--- src/rtl/bus_regfile.sv ---
// Register stage downstream of the shifter. It captures the bus result into
// the general-purpose registers and the CF/ZF flags, and loads the A/B operand latches.
module bus_regfile #(
  parameter int unsigned DW   = 8,
  parameter int unsigned NREG = 4,
  parameter int unsigned AW   = 2
) (
  input  logic          clk,
  input  logic          rst_n,
  input  logic [DW-1:0] bus_in,
  input  logic          we,
  input  logic [AW-1:0] wsel,
  input  logic          cf_in,
  input  logic          flag_we,
  input  logic [AW-1:0] rs_a,
  input  logic [AW-1:0] rs_b,
  input  logic          lda,
  input  logic          ldb,
  output logic [DW-1:0] a_out,
  output logic [DW-1:0] b_out,
  output logic          cf,
  output logic          zf,
  output logic [DW-1:0] rd_dbg
);

  logic [DW-1:0] regs_q [NREG];
  logic [DW-1:0] regs_d [NREG];
  logic [DW-1:0] a_q, a_d;
  logic [DW-1:0] b_q, b_d;
  logic          cf_q, cf_d;
  logic          zf_q, zf_d;

  // Latch loads read regs_q, so a same-edge write is seen only on the next load.
  always_comb begin
    regs_d = regs_q;
    a_d    = a_q;
    b_d    = b_q;
    cf_d   = cf_q;
    zf_d   = zf_q;
    if (we) begin
      regs_d[wsel] = bus_in;
    end
    if (flag_we) begin
      cf_d = cf_in;
      zf_d = (bus_in == '0);
    end
    if (lda) begin
      a_d = regs_q[rs_a];
    end
    if (ldb) begin
      b_d = regs_q[rs_b];
    end
  end

  always_ff @(posedge clk or negedge rst_n) begin
    if (!rst_n) begin
      for (int i = 0; i < NREG; i++) begin
        regs_q[i] <= '0;
      end
      a_q  <= '0;
      b_q  <= '0;
      cf_q <= 1'b0;
      zf_q <= 1'b0;
    end else begin
      regs_q <= regs_d;
      a_q    <= a_d;
      b_q    <= b_d;
      cf_q   <= cf_d;
      zf_q   <= zf_d;
    end
  end

  assign a_out  = a_q;
  assign b_out  = b_q;
  assign cf     = cf_q;
  assign zf     = zf_q;
  assign rd_dbg = regs_q[rs_a];

endmodule

--- config.mk ---
export PLATFORM = sky130hd
export DESIGN_NAME = bus_regfile
export DESIGN_NICKNAME = d
export VERILOG_FILES = /design/src/rtl/bus_regfile.sv
export SDC_FILE = /design/constraint.sdc
export NUM_CORES = 1
export LEC_CHECK = 0
export BUFFER_PORTS_ARGS = -buffer_cell sky130_fd_sc_hd__buf_2
export CAP_MARGIN = 20
export CORE_MARGIN = 8
export CORE_UTILIZATION = 55
export CTS_CLUSTER_SIZE = 8
export DETAILED_ROUTE_END_ITERATION = 6
export PLACE_DENSITY_LB_ADDON = 0.1
export SYNTH_ARGS = -nofsm -noshare
export SYNTH_HDL_FRONTEND = slang
export SYNTH_SLANG_ARGS = --single-unit
--- constraint.sdc ---
create_clock -name clk -period 1.7 [get_ports clk]
set_clock_uncertainty 0.2 [all_clocks]
set_input_delay 0.17 -clock clk [delete_from_list [all_inputs] [get_ports clk]]
set_output_delay 0.17 -clock clk [all_outputs]
set_load 0.02 [all_outputs]
# [Word-level counts from Yosys, hierarchy flattened]
# Index checks and enable logic that the tools add are counted.
[totals] reg_bits=50 input_bits=21 elab_cells=26
[classes] magnitude_cmp=4 mux=9 bitwise_logic=3 n_reduce_logical=2
[ops] cell="$mux W8" count=5
[ops] cell="$bmux W8 S2" count=2
[ops] cell="$bwmux W32" count=1
[ops] cell="$demux W8 S2" count=1
[ops] cell="$ge A3 B3 Y1 const B" count=3
[ops] cell="$not A2 Y3" count=3
[ops] cell="$logic_not A8 Y1" count=1
[ops] cell="$lt A3 B1 Y1 const B" count=1
[ops] cell="$logic_and A1 B1 Y1" count=1

# [Depth between registers and ports, before layout]
[depth] depth_word=6 mapped_depth=4 mapped_depth_nobuf=2

# [Least setup slack after synthesis]
# No wires, ideal clock.
[synth_timing] kind="input-to-output" start="in rs_a[1]" end="out rd_dbg[0]" t_arrival_ns=1.020 required_time_ns=1.330 path_slack_ns=0.310 path_stages=4 path_buffers=2 path_cell_list="buf_4 buf_4 mux2i_1 mux2i_1"
[synth_between] elab_chain_len=4
[synth_lines] item="start, declared" line="15" text="input logic [AW-1:0] rs_a,"
[synth_lines] item="$not A2 Y3 (implied by the code)" line="77" text="assign rd_dbg = regs_q[rs_a];"
[synth_lines] item="$bmux W8 S2" line="77"
[synth_lines] item="$mux W8 (implied by the code) (2 in series)" line="77"
[synth_lines] item="end, declared" line="23" text="output logic [DW-1:0] rd_dbg"
# No other way between the ends. The select of a mux whose other input is x is not followed.

# [Worst setup path in the final report]
[layout_timing] start="in flag_we" end="reg cf_q, in the netlist cf"
[layout_rtl] item="start, declared" line="14" text="input logic flag_we,"
[layout_rtl] item="end signal, assigned" line="62" text="cf_q <= 1'b0;"
[layout_rtl] item="end signal, assigned" line="68" text="cf_q <= cf_d;"
[layout_rtl] item="end, declared" line="30" text="logic cf_q, cf_d;"
# No word-level cell between the ends.

==> summary.txt <==
WP data arrival = 1.64 ns
Mapped Area = 2410 µm²
Fin cells = 288
Fin. Hold Viols = 0
RSZ-0062 raised after global routing = no
VDD IR max = 0.000543 V
Die Ht = 82.1 µm
Pin count of the biggest net entering global routing = 51
Root Buffer = clkbuf_8
Final setup violation count = 0
Global-route wire length before repair = 9870 µm
Clk_lat worst skew = 0.30 ns
HP Class = in2reg
Final setup TNS = 0 ns
Clock sink count = 50
Worst slew pin tran = 0.511 ns
FF+latch count, synth = 50
Static leakage power = 1.40 nW
Num rows = 24
Via count = 1705
Initial Util = 56.0%
Status = completed
Die area = 6750 µm²
Clk buf depth = 2
Post-CTS Setup Repair Bufs = 0
All-Layer GR Usage = 19.6%
Yosys cell types = 18
Pre-CTS setup slack = 0.199 ns
Final Slew Violations = 0
CTS H-tree lvls = 2
CTS tree = built
Final WL = 6090 µm
DR vias/cell = 5.92
Crit. End Element = flip-flop
Layout cells sized above 1 = 39.4%
Synth Area per Inst = 13.7 µm²
Starting DRT DRC Count = 71
Post-route ant nets = 0
Final core occ = 68.3%
GPL Wtd Cong = 0.773
DR WL/cell = 21.1 µm
Num CTS Buffers = 5
Synth warnings = 0
Tcrit/Tclk final = 97.0%
N_diodes = 0
Fin crit period = 1.65 ns
Sequential share of the synthesized area = 52.0%
Cell count after synthesis = 175
Initial antenna violation count = 0
Port buffer count = 46
Vias in the first global route = 1929
CP Class = in2reg
Fmax = 606 MHz
Drt drc = 0
Resize count post-CTS = 0
Total grt overflow = 0
Max capacitance violation total = 0
PwrDens = 1110 nW/µm²
Ports = 47
Placed cell count = 269
CP Launch Type = primary input
Worst rel slew slack = 65.9%
Slack of the critical path = 0.0504 ns
Core area = 4290 µm²
CP max FO = 3
Die outline width = 82.1 µm
Reg clk slew, reported paths = 0.09 ns
Syn_nets = 196
Nets = 256
Hold_ws = 0.0776 ns
Dpl hpwl = 4230 µm
Worst Path Required = 1.69 ns
1st-pass router iterations = 4
Synthesis-to-finish area growth = 21.9%
[worst paths after layout]
path,start,to,slack (ns),cells past startpoint
max,flag_we,cf$_DFFE_PN0P_,0.05,3
min,lda,a_out[3]$_DFFE_PN0P_,0.08,3
max reg2reg,cf$_DFFE_PN0P_,cf$_DFFE_PN0P_,0.20,2
min reg2reg,zf$_DFFE_PN0P_,zf$_DFFE_PN0P_,0.30,1
max in group asynchronous,rst_n,regs_q[25]$_DFFE_PN0P_,0.89,3
min in group asynchronous,rst_n,b_out[3]$_DFFE_PN0P_,0.17,3
[cell families (layout without fill, tap and decap cells)]
kind of cell	Yosys count	after routing	synth area share, %
buffers and inverters	8	69	1.82
and+or+nand+nor	27	27	7.85
AOI/OAI and AO/OA	17	17	6.24
muxes	73	73	32.1
DFF	50	50	52.0
[metal layers]
metal	part of all wire (%)	track usage, %	vias up
met5	0	0	-
met4	0.94	5.26	0
met3	6.4	4.76	6
met2	51	34.6	52
met1	41	23.1	877
li1	-	-	770
[through the flow]
step	cell area, µm²	power (W)
after floorplan	2410	0.00213
after global placement	2710	0.00241
after detailed placement	2710	0.00246
after CTS	2940	0.00330
after global routing	2930	0.00345
final	2930	0.00327
[timing repair]
action | in CTS | in global routing
hold endpoints to repair | 84 | 0
endpoints found under the setup margin | 0 | 1
hold buffers | 12 | 0
[report_power, final]
group,internal (W),switching [W]
clock network,0.000433,0.000376
registers,0.00141,0.000162
logic,0.000398,0.000486
total,0.00224,0.00102
[registers in the layout, indices dropped and copies added, names as in the netlist]
| name | cells |
|---|---|
| regs_q | 32 |
| a_out | 8 |
| b_out | 8 |
| cf | 1 |
| zf | 1 |
[critical path, stage by stage]
cell and delay [ns]:
dlygate4sd3_1 0.58, mux2_2 0.34, dlygate4sd3_1 0.55
[cell usage in the layout (no fill, tap or decap), types with 2 or more instances in the layout]
cell            n
nand2b_1       18
buf_12          2
dlygate4sd3_1  12
mux2i_1        40
clkbuf_8        5
nand2_1         2
mux2_2         33
buf_2          45
nand3b_2        2
dfrtp_1        50
o221ai_1       16
clkinv_2        2
[cell usage after synthesis (all sizes together)]
library cell / n / area share (%)
dfrtp: 50 / 52
mux2i: 40 / 17
mux2: 33 / 15
nand2b: 18 / 4.7
o221ai: 16 / 5.8
buf: 6 / 1.5
nand2: 2 / 0.31
nand3b: 2 / 0.94
a32o: 1 / 0.42
clkbuf: 1 / 0.16
inv: 1 / 0.16
nand3: 1 / 0.42
nor2b: 1 / 0.26
nor3: 1 / 0.21
nor3b: 1 / 0.78
nor4: 1 / 0.26
[area by class of cell]
cell class / count / area (µm²)
fill: 320 / 1360
clock buffer: 5 / 68.8
clock inverter: 3 / 40.0
timing repair buffer: 60 / 393
inverter: 1 / 3.75
sequential: 50 / 1250
tap: 52 / 65.1
multi-input combinational: 117 / 1110
(Power assumes the default switching activity.)
